===== src/rtl/data_mem_arbiter.sv =====
// rtl/data_mem_arbiter.sv - two-port arbiter and single-access sequencer for the shared data memory

module data_mem_arbiter #(
    parameter bit FIXED_PRIORITY = 1'b0
) (
    input  logic        clk,
    input  logic        rst,
    input  logic        p0_req,
    input  logic        p0_write,
    input  logic [31:0] p0_address,
    input  logic [31:0] p0_write_data,
    output logic [31:0] p0_read_data,
    output logic        p0_done,
    output logic        p0_err,
    input  logic        p1_req,
    input  logic        p1_write,
    input  logic [31:0] p1_address,
    input  logic [31:0] p1_write_data,
    output logic [31:0] p1_read_data,
    output logic        p1_done,
    output logic        p1_err,
    output logic        busy,
    output logic [31:0] mem_address,
    output logic [31:0] mem_write_data,
    output logic        mem_read,
    output logic        mem_write,
    input  logic [31:0] mem_read_data
);

    typedef enum logic [1:0] {
        IDLE   = 2'd0,
        ACCESS = 2'd1,
        RESP   = 2'd2
    } state_t;

    state_t      state_q, state_d;
    logic        last_grant_q, last_grant_d;
    logic        grant_q, grant_d;
    logic        write_q, write_d;
    logic        err_q, err_d;
    logic [31:0] addr_q, addr_d;
    logic [31:0] wdata_q, wdata_d;
    logic [31:0] rdata0_q, rdata0_d;
    logic [31:0] rdata1_q, rdata1_d;
    logic        sel;
    logic [31:0] sel_addr;

    // Winner selection: a lone requester always wins; a tie goes to port 0
    // in fixed-priority mode, otherwise to the port not granted last.
    always_comb begin
        sel = 1'b0;
        if (p0_req && p1_req) begin
            sel = FIXED_PRIORITY ? 1'b0 : ~last_grant_q;
        end else begin
            sel = p1_req;
        end
        sel_addr = sel ? p1_address : p0_address;
    end

    // Next-state logic: latch the winner in IDLE, capture read data at the
    // close of ACCESS, and hold one RESP cycle for the done pulse.
    always_comb begin
        state_d      = state_q;
        last_grant_d = last_grant_q;
        grant_d      = grant_q;
        write_d      = write_q;
        err_d        = err_q;
        addr_d       = addr_q;
        wdata_d      = wdata_q;
        rdata0_d     = rdata0_q;
        rdata1_d     = rdata1_q;
        case (state_q)
            IDLE: begin
                if (p0_req || p1_req) begin
                    grant_d      = sel;
                    last_grant_d = sel;
                    write_d      = sel ? p1_write : p0_write;
                    addr_d       = sel_addr;
                    wdata_d      = sel ? p1_write_data : p0_write_data;
                    err_d        = (sel_addr[1:0] != 2'b00);
                    state_d      = (sel_addr[1:0] != 2'b00) ? RESP : ACCESS;
                end
            end
            ACCESS: begin
                if (!write_q) begin
                    if (grant_q) begin
                        rdata1_d = mem_read_data;
                    end else begin
                        rdata0_d = mem_read_data;
                    end
                end
                state_d = RESP;
            end
            RESP: begin
                state_d = IDLE;
            end
            default: begin
                state_d = IDLE;
            end
        endcase
    end

    // State and datapath registers with synchronous reset.
    always_ff @(posedge clk) begin
        if (rst) begin
            state_q      <= IDLE;
            last_grant_q <= 1'b1;
            grant_q      <= 1'b0;
            write_q      <= 1'b0;
            err_q        <= 1'b0;
            addr_q       <= 32'd0;
            wdata_q      <= 32'd0;
            rdata0_q     <= 32'd0;
            rdata1_q     <= 32'd0;
        end else begin
            state_q      <= state_d;
            last_grant_q <= last_grant_d;
            grant_q      <= grant_d;
            write_q      <= write_d;
            err_q        <= err_d;
            addr_q       <= addr_d;
            wdata_q      <= wdata_d;
            rdata0_q     <= rdata0_d;
            rdata1_q     <= rdata1_d;
        end
    end

    // Memory strobes and bus are decoded from the state; the bus is zero
    // outside ACCESS so the memory never sees stale addresses.
    always_comb begin
        mem_read       = 1'b0;
        mem_write      = 1'b0;
        mem_address    = 32'd0;
        mem_write_data = 32'd0;
        if (state_q == ACCESS) begin
            mem_read       = ~write_q;
            mem_write      = write_q;
            mem_address    = addr_q;
            mem_write_data = wdata_q;
        end
    end

    // Completion pulses for the granted port during RESP.
    always_comb begin
        p0_done = (state_q == RESP) && !grant_q;
        p1_done = (state_q == RESP) && grant_q;
        p0_err  = p0_done && err_q;
        p1_err  = p1_done && err_q;
        busy    = (state_q != IDLE);
    end

    assign p0_read_data = rdata0_q;
    assign p1_read_data = rdata1_q;

endmodule


===== config.mk =====
export PLATFORM = sky130hd
export DESIGN_NAME = data_mem_arbiter
export DESIGN_NICKNAME = d
export VERILOG_FILES = /design/src/rtl/data_mem_arbiter.sv
export SDC_FILE = /design/constraint.sdc
export NUM_CORES = 1
export LEC_CHECK = 0
export ABC_AREA = 0
export CORE_MARGIN = 1.5
export CORE_UTILIZATION = 35
export DETAILED_ROUTE_END_ITERATION = 10
export PLACE_DENSITY = 0.77
export SETUP_SLACK_MARGIN = 0.3
export SLEW_MARGIN = 10
export SYNTH_ARGS = -nofsm -noshare
export SYNTH_HDL_FRONTEND = slang
export SYNTH_SLANG_ARGS = --single-unit

===== constraint.sdc =====
create_clock -name clk -period 1.3 [get_ports clk]
set_input_delay 0.26 -clock clk [delete_from_list [all_inputs] [get_ports clk]]
set_output_delay 0.26 -clock clk [all_outputs]
set_load 0.05 [all_outputs]

* Word-level counts from Yosys, hierarchy flattened
Cells that the tools add are included.
** Operators by class
- Equal/unequal tests :: 3
- Bitwise gates (word level) :: 3
- Reduce and logical (&&, ||, !) cells :: 13
- Muxes and demuxes :: 11
** Operators by type and width (count)
- $mux W32 :: 4
- $reduce_and A3 Y1 :: 2
- $logic_and A1 B1 Y1 :: 5
- $mux W1 :: 4
- $mux W2 :: 2
- $pmux W2 S2 :: 1
- $reduce_bool A2 Y1 :: 2
- $not A1 Y1 :: 3
- $eq A2 B1 Y1 const B :: 1
- $eq A2 B2 Y1 const B :: 1
- $logic_not A2 Y1 :: 1
- $ne A2 B2 Y1 const B :: 1
- $reduce_and A2 Y1 :: 1
- $logic_not A1 Y1 :: 1
- $logic_or A1 B1 Y1 :: 1
** Word-level totals
- Logic and storage cells :: 39
- Input bits :: 166
- Register bits after elaboration :: 134
- Output and inout port bits :: 135

* Longest topological paths before layout
Gate-level depths: netlist (run 1).
- Depth after elaboration :: 7
- Gate-level depth with buffers :: 6
- Depth with buffers taken out :: 4

* Worst setup path before layout (run 1)
Ideal clock, no wire load.
- Kind :: flip-flop to output port
- Start point :: register state_q[1]
- End point :: output port p0_err
- Data required time :: 1.040 ns
- Setup slack :: -1.189 ns
- Arrival time :: 2.229 ns
- Cell stages (with the launch flop) :: 3
- Cells stage by stage :: dfxtp_1 nor3b_1 and2_1
** On the way
- Longest elaborated chain between the ends :: 3
** RTL lines
- from (decl) :: line 36 : state_t state_q, state_d;
- from (signal assigned) :: line 116 : state_q <= state_d;
- $eq A2 B2 Y1 :: line 145 : p0_done = (state_q == RESP) && !grant_q;
- $logic_and A1 B1 Y1 :: line 145
- net p0_done :: line 13 : output logic p0_done,
- $logic_and A1 B1 Y1 :: line 147 : p0_err = p0_done && err_q;
- to (decl) :: line 14 : output logic p0_err,
The timed path passes the listed nets, and every way through them passes these cells.

* Worst setup path after layout (run 1)
- Start point :: register state_q[1]
- End point :: output port mem_write_data[4]
** On the way
- Longest elaborated chain between the ends :: 2
** RTL lines
- $eq A2 B1 Y1 :: line 135 : if (state_q == ACCESS) begin
- $mux W32 :: line 135
- to (decl) :: line 24 : output logic [31:0] mem_write_data,
No other way between the ends.

==> flow_metrics.tcl, run 1 <==
set metrics [dict create \
    cts_made_buffers 17 \
    synth_top_area_share_pct 42.8 \
    gp_congestion 0.784 \
    drt-pass1-iter-count 4 \
    power_density_nw_per_um2 998 \
    io_buffers 300 \
    clk_latency_ps 410 \
    switchingPower_mw 4.11 \
    fin_skew_ps 8.62 \
    fin_nets 1218 \
    regArea_um2 2800 \
    grt_pass1_vias 6524 \
    outcome "finished, violations left" \
    ys_warn_count 0 \
    cp-start-kind "register" \
    cts-root-buf "clkbuf_16" \
    finalCritPeriodShare_pct 146 \
    end_kind "output pin" \
    critPathArrivalTime_ps 1630 \
    maxSlewViolCount 0 \
    vias 6910 \
    clk_pin_slew_ps 60 \
    grt_max_degree 46 \
    netSwitchingFraction_pct 29.4 \
    die_x_um 137 \
    syn_nets 848 \
    antenna_found_initial 2 \
    rsz0062_at_grt "yes" \
    die_area_um2 18700 \
    htreeDepth 4 \
    initial_utilization_pct 36.0 \
    final_common_cell "buf_12" \
    core_area_um2 17400 \
    finalWirelength_um 28900 \
    multi_input_area_um2 4230 \
    max_slew_margin_pct 75.4 \
    yosysUniqueCellTypes 34 \
    finalHoldViolations 0 \
    p_int_mw 9.88 \
    required_ps 1040 \
    irDropWorstVdd_mv 0.927 \
    setup_violations 204 \
    worst_slack_ps -594 \
    yosysTopAreaCell "dfxtp_1" \
    cap_violations 0 \
    leakage_nw 5.21 \
    avgSynthCellArea_um2 9.19 \
    hpwl_um 15300 \
    setup-tns-final_ps -71330 \
    ios 301 \
    avgViaCountPerCell 5.35 \
    seqPwrFrac_pct 33.6 \
    violations "setup timing" \
    synth_area_um2 6270 \
    combPwrFrac_pct 28.8 \
    final_cell_mix "164 x buf_12, 162 x clkdlybuf4s50_1, 96 x nand2_1" \
    hold_path_class "input port to register" \
    max_clock_freq_ghz 0.528 \
    die_height_um 137 \
    cts.sinks 134 \
    synth-seq-area-share_pct 42.8 \
    gr-total-overflow 0 \
    synth_cells 682 \
    postRouteAntennaNets 0 \
    synth_seq_cells 134 \
    drtIter0Drc 263 \
    dp_slack_ps -544 \
    grt_pass1_wl_um 36200 \
    drc_errors 0 \
    wl_per_cell_um 22.4 \
    power_frac_clock_pct 37.6 \
    fillCellCount 963 \
    p_total_mw 14.0 \
    tritoncts "built" \
    area_delta_synth_final_pct 124 \
    synth_area_leaders "dfxtp_1 43%, mux2i_1 10%, a21oi_1 8.9%" \
    clock_path_buffers 2 \
    grt_usage_pct 25.5 \
    utilization_pct 80.5 \
    drive_gt1_share_pct 59.2 \
    path_class "register to output pin" \
    path_max_fanout 5 \
    max_slew.worst_pin.slew_ps 369 \
    fin_crit_ps 1890 \
    rows 48 \
]
==> layer usage <==
metal,share of wire (%),vias to the layer above,track usage [%]
li1,-,3119,-
met4,4.3,0,10.2
met1,37,3383,28.3
met3,7.0,91,7.00
met2,52,317,45.9
met5,0,-,0
==> Yosys cell counts <==
cell,n
nor2_2,1
or4b_1,1
and4bb_1,1
nor2_1,5
nor3b_1,1
nor2b_1,2
a21oi_2,18
and3b_1,2
buf_6,9
and2_1,67
nand3_1,1
nand2_1,98
clkbuf_1,28
or3_1,1
nand2_2,30
buf_1,2
buf_4,6
or2_1,1
mux2i_1,65
inv_2,1
buf_2,20
nand3b_1,1
o22ai_1,1
nor4b_2,1
or2b_1,1
a211oi_1,26
nand4bb_1,1
dfxtp_1,134
a21oi_1,112
a21boi_2,1
mux2_2,1
a211oi_2,39
o41ai_1,1
o21ai_0,3
==> cell type report <==
class / count / area share, %
repair buffers: 416 / 43.2
multi-input cells: 482 / 30.2
flip-flops and latches: 134 / 20.0
clock buffers: 18 / 3.13
well taps: 225 / 2.01
clock inverters: 14 / 1.41
inverters: 1 / 0.0446
diodes: 2 / 0.0357
==> state kept, by name, summed over array words and instances (netlist names) <==
name,count
last_grant_q,1
write_q,1
grant_q,1
p1_read_data,32
p0_read_data,32
addr_q,32
err_q,1
wdata_q,32
state_q,2
==> what timing repair did <==
item | 4_1_cts | 5_1_grt
hold buffers | 0 | 0
gates cloned | 14 | 6
pin swaps | 34 | 51
gates resized for setup | 67 | 227
setup buffers | 19 | 33
endpoints found under the setup margin | 269 | 269
==> path summary, 6_finish.rpt <==
kind	from	to	slack [ps]	depth (start not counted)
setup / recovery	state_q[1]$_SDFFE_PP0P_	mem_write_data[4]	-590	7
hold / removal	rst	grant_q$_SDFFE_PP0P_	220	2
setup reg to reg	state_q[1]$_SDFFE_PP0P_	p0_read_data[10]$_SDFFE_PP0P_	-450	4
hold reg to reg	p0_read_data[29]$_SDFFE_PP0P_	p0_read_data[29]$_SDFFE_PP0P_	470	2
==> per-stage QoR <==
step           hold WS, ps  area, um^2  std cells
2_1_floorplan          396        6590        682
3_3_place_gp           476       11300       1186
3_5_place_dp           482       11300       1186
4_1_cts                169       12700       1251
5_1_grt                209       14000       1292
6_report               216       14000       1292
==> kinds of logic (layout without fill, tap and decap cells) <==
| group | count (synthesis) | count (layout) | synth area share (%) |
|---|---|---|---|
| simple gates | 215 | 215 | 17.8 |
| compound gates | 201 | 201 | 23.0 |
| flops | 134 | 134 | 42.8 |
| mux | 66 | 66 | 10.6 |
| buf+inv | 66 | 449 | 5.79 |
| other cells | 0 | 2 | 0 |
==> worst max-delay path, stage by stage (launching register included) <==
cell and delay, ps:
dfxtp_4 340, buf_6 120, nor2b_4 140, buf_12 130, buf_12 100, buf_8 110, and2_4 150, buf_12 130
==> power by group through the flow <==
stage                     combinational, mW  clock, mW  sequential (mW)
after global placement                 2.64          0             4.66
final                                  4.04       5.26             4.70
after floorplan                        1.35          0             4.73
after CTS                              3.23       5.30             4.59
after global routing                   4.19       5.50             4.72
after detailed placement               2.69          0             4.67
(Power assumes the default switching activity.)
==> inputs of run 2 (changes only) <==
CAP_MARGIN = 15   (was unset)
CORE_MARGIN = 2   (was 1.5)
SKIP_LAST_GASP = 1   (was unset)
==> run 2 against run 1 <==
Effect of this change: the flow still finishes with violations (setup timing); combinational power fell by 19%; cell count shrank 3.1%; sequential share of layout area rose by 1.2 points; power down 7.2%; first-iteration DRC count up 9.5%; hold slack improved by 34 ps; sequential power decreased by 2%; clock-buffer cell count is 3 higher; routed wire length fell by 15%.
==> flow_metrics.tcl, run 2 (synthesis gave the netlist of run 1 again) <==
set metrics [dict create \
    outcome "finished, violations left" \
    violations "setup timing" \
    p_total_mw 13.0 \
    setup_violations 205 \
    min_to "p0_read_data[17]$_SDFFE_PP0P_" \
    initial_utilization_pct 36.0 \
    worst_slack_ps -620 \
    fin_crit_ps 1920 \
    finalHoldViolations 0 \
    antenna_found_initial 0 \
    finalInstanceArea_um2 12800 \
    min_from "rst" \
    htreeDepth 4 \
    final_cell_mix "163 x clkdlybuf4s50_1, 156 x buf_12, 129 x dfxtp_1" \
    die_x_um 138 \
    rsz0062_at_grt "yes" \
    finalCritPeriodShare_pct 148 \
    cap_violations 0 \
    die_height_um 138 \
    slowest_stage "dfxtp_4" \
    leakage_nw 4.83 \
    rows 48 \
    whs_path_depth 2 \
    grt_usage_pct 25.5 \
    tritoncts "built" \
    path_max_fanout 13 \
    avgViaCountPerCell 5.12 \
    path_cells "buf_8, nor2b_4, buf_12, buf_16, and2_4, buf_12" \
    power_density_nw_per_um2 1020 \
    core_area_um2 17400 \
    worst_path_most_repeated_cell "buf_12" \
    crit_family "buffers and inverters" \
    ios 301 \
    r2r-start "state_q[1]$_SDFFE_PP0P_" \
    finalWirelength_um 24500 \
    max_slew_margin_pct 72.0 \
    dpl-instance-area_um2 11200 \
    clk_pin_slew_ps 50 \
    path_class "register to output pin" \
    fillCellCount 1198 \
    vias 6410 \
    gr-total-overflow 0 \
    drt-pass1-iter-count 4 \
    cp-start-kind "register" \
    hpwl_um 15700 \
    reg2reg_depth 9 \
    critPathBufInv 4 \
    maxSlewViolCount 0 \
    max_clock_freq_ghz 0.521 \
    end_kind "output pin" \
    antenna_cells 0 \
    drive_gt1_share_pct 42.6 \
    clock_path_buffers 2 \
    drc_errors 0 \
    grt_max_degree 50 \
    critPathArrivalTime_ps 1660 \
    fin_nets 1180 \
    regToRegSetupSlack_ps -420 \
    max_slew.worst_pin.slew_ps 420 \
    postRouteAntennaNets 0 \
    hold_path_class "input port to register" \
    fin_skew_ps 10.9 \
    gp_congestion 0.795 \
    cts_made_buffers 17 \
    irDropWorstVdd_mv 0.771 \
    clk_latency_ps 420 \
    final_common_cell "clkdlybuf4s50_1" \
    area_delta_synth_final_pct 104 \
    grt_pass1_wl_um 36300 \
    drtIter0Drc 288 \
    cts-root-buf "clkbuf_16" \
    grt_pass1_vias 6505 \
    die_area_um2 19000 \
    max_stage_delay_ps 340 \
    r2r-end "wdata_q[25]$_SDFFE_PP0P_" \
    required_ps 1040 \
    cts.sinks 134 \
    wl_per_cell_um 19.6 \
    io_buffers 300 \
]
==> run 2: cell types whose count changed in the layout (fill, tap and decap cells not counted), moves of 18 or more <==
cell | before | now
a211oi_1 | 3 | 21
a21oi_2 | 56 | 29
a211oi_2 | 62 | 44
dfxtp_2 | 55 | 2
a21oi_1 | 35 | 101
a21oi_4 | 39 | 0
dfxtp_1 | 66 | 129
==> run 2: worst register-to-register path, delay by kind of cell (launching register included) <==
kind	cells	cell delay, ps
AND/OR/NAND/NOR	1	120
flip-flops	1	340
AO/OA/AOI/OAI	2	280
buffers and inverters	6	890
==> run 2: metrics by stage <==
stage                     util [%]  setup TNS [ps]  hold WS, ps  setup slack, ps  instances
after CTS                     72.6          -71890          220             -635       1247
after floorplan                  -           -8770          396             -267        682
after global routing          73.3          -86890          238             -665       1252
after global placement        64.6          -52920          478             -567       1182
final                         73.3          -74370          250             -620       1252
after detailed placement      64.6          -54730          484             -580       1182
==> run 2: power by group <==
part	leakage, nW	internal (mW)	switching, mW	total [mW]
sequential	1.10	4.41	0.198	4.61
clock	0.297	3.22	1.87	5.09
combinational	3.44	1.83	1.46	3.29
total	4.83	9.46	3.53	13.0
==> run 2: timing repair <==
action	in CTS	in global routing
hold buffers	0	0
pin swaps	32	14
buffers inserted	17	4
endpoints found under the setup margin	269	269
resized for setup	38	19
gates cloned	16	1
==> run 2: per-layer routing <==
metal	vias up	GRT usage (%)	wire [um]
li1	3040	-	-
met1	3072	28.6	9460
met2	250	45.5	12700
met3	48	7.10	1700
met4	0	10.1	699
met5	-	0	0
==> run 2: final cells by class <==
class | instances | area (um^2) | share of cell area [%]
Clock buffer | 21 | 480 | 3.76
Timing Repair Buffer | 378 | 5620 | 44.0
Inverter | 1 | 6.26 | 0.0490
Sequential cell | 134 | 2700 | 21.1
Tap cell | 225 | 282 | 2.21
Multi-Input combinational cell | 482 | 3530 | 27.7
Clock inverter | 11 | 148 | 1.16
==> run 2: how the worst max path moves through the flow <==
stage	startpoint	end	cells past startpoint
floorplan	state_q[1]$_SDFFE_PP0P_	p0_err	2
finish	state_q[1]$_SDFFE_PP0P_	mem_address[4]	6
detailed placement	p0_req	wdata_q[9]$_SDFFE_PP0P_	6
global route	state_q[1]$_SDFFE_PP0P_	mem_address[5]	6
CTS	state_q[1]$_SDFFE_PP0P_	mem_address[0]	6
global placement	p1_req	wdata_q[8]$_SDFFE_PP0P_	6
==> inputs of run 3 (changes only) <==
HOLD_SLACK_MARGIN = 0.03   (was unset)
==> results of run 3 <==
Final layout, timing and power as in run 2 (identical DEF).
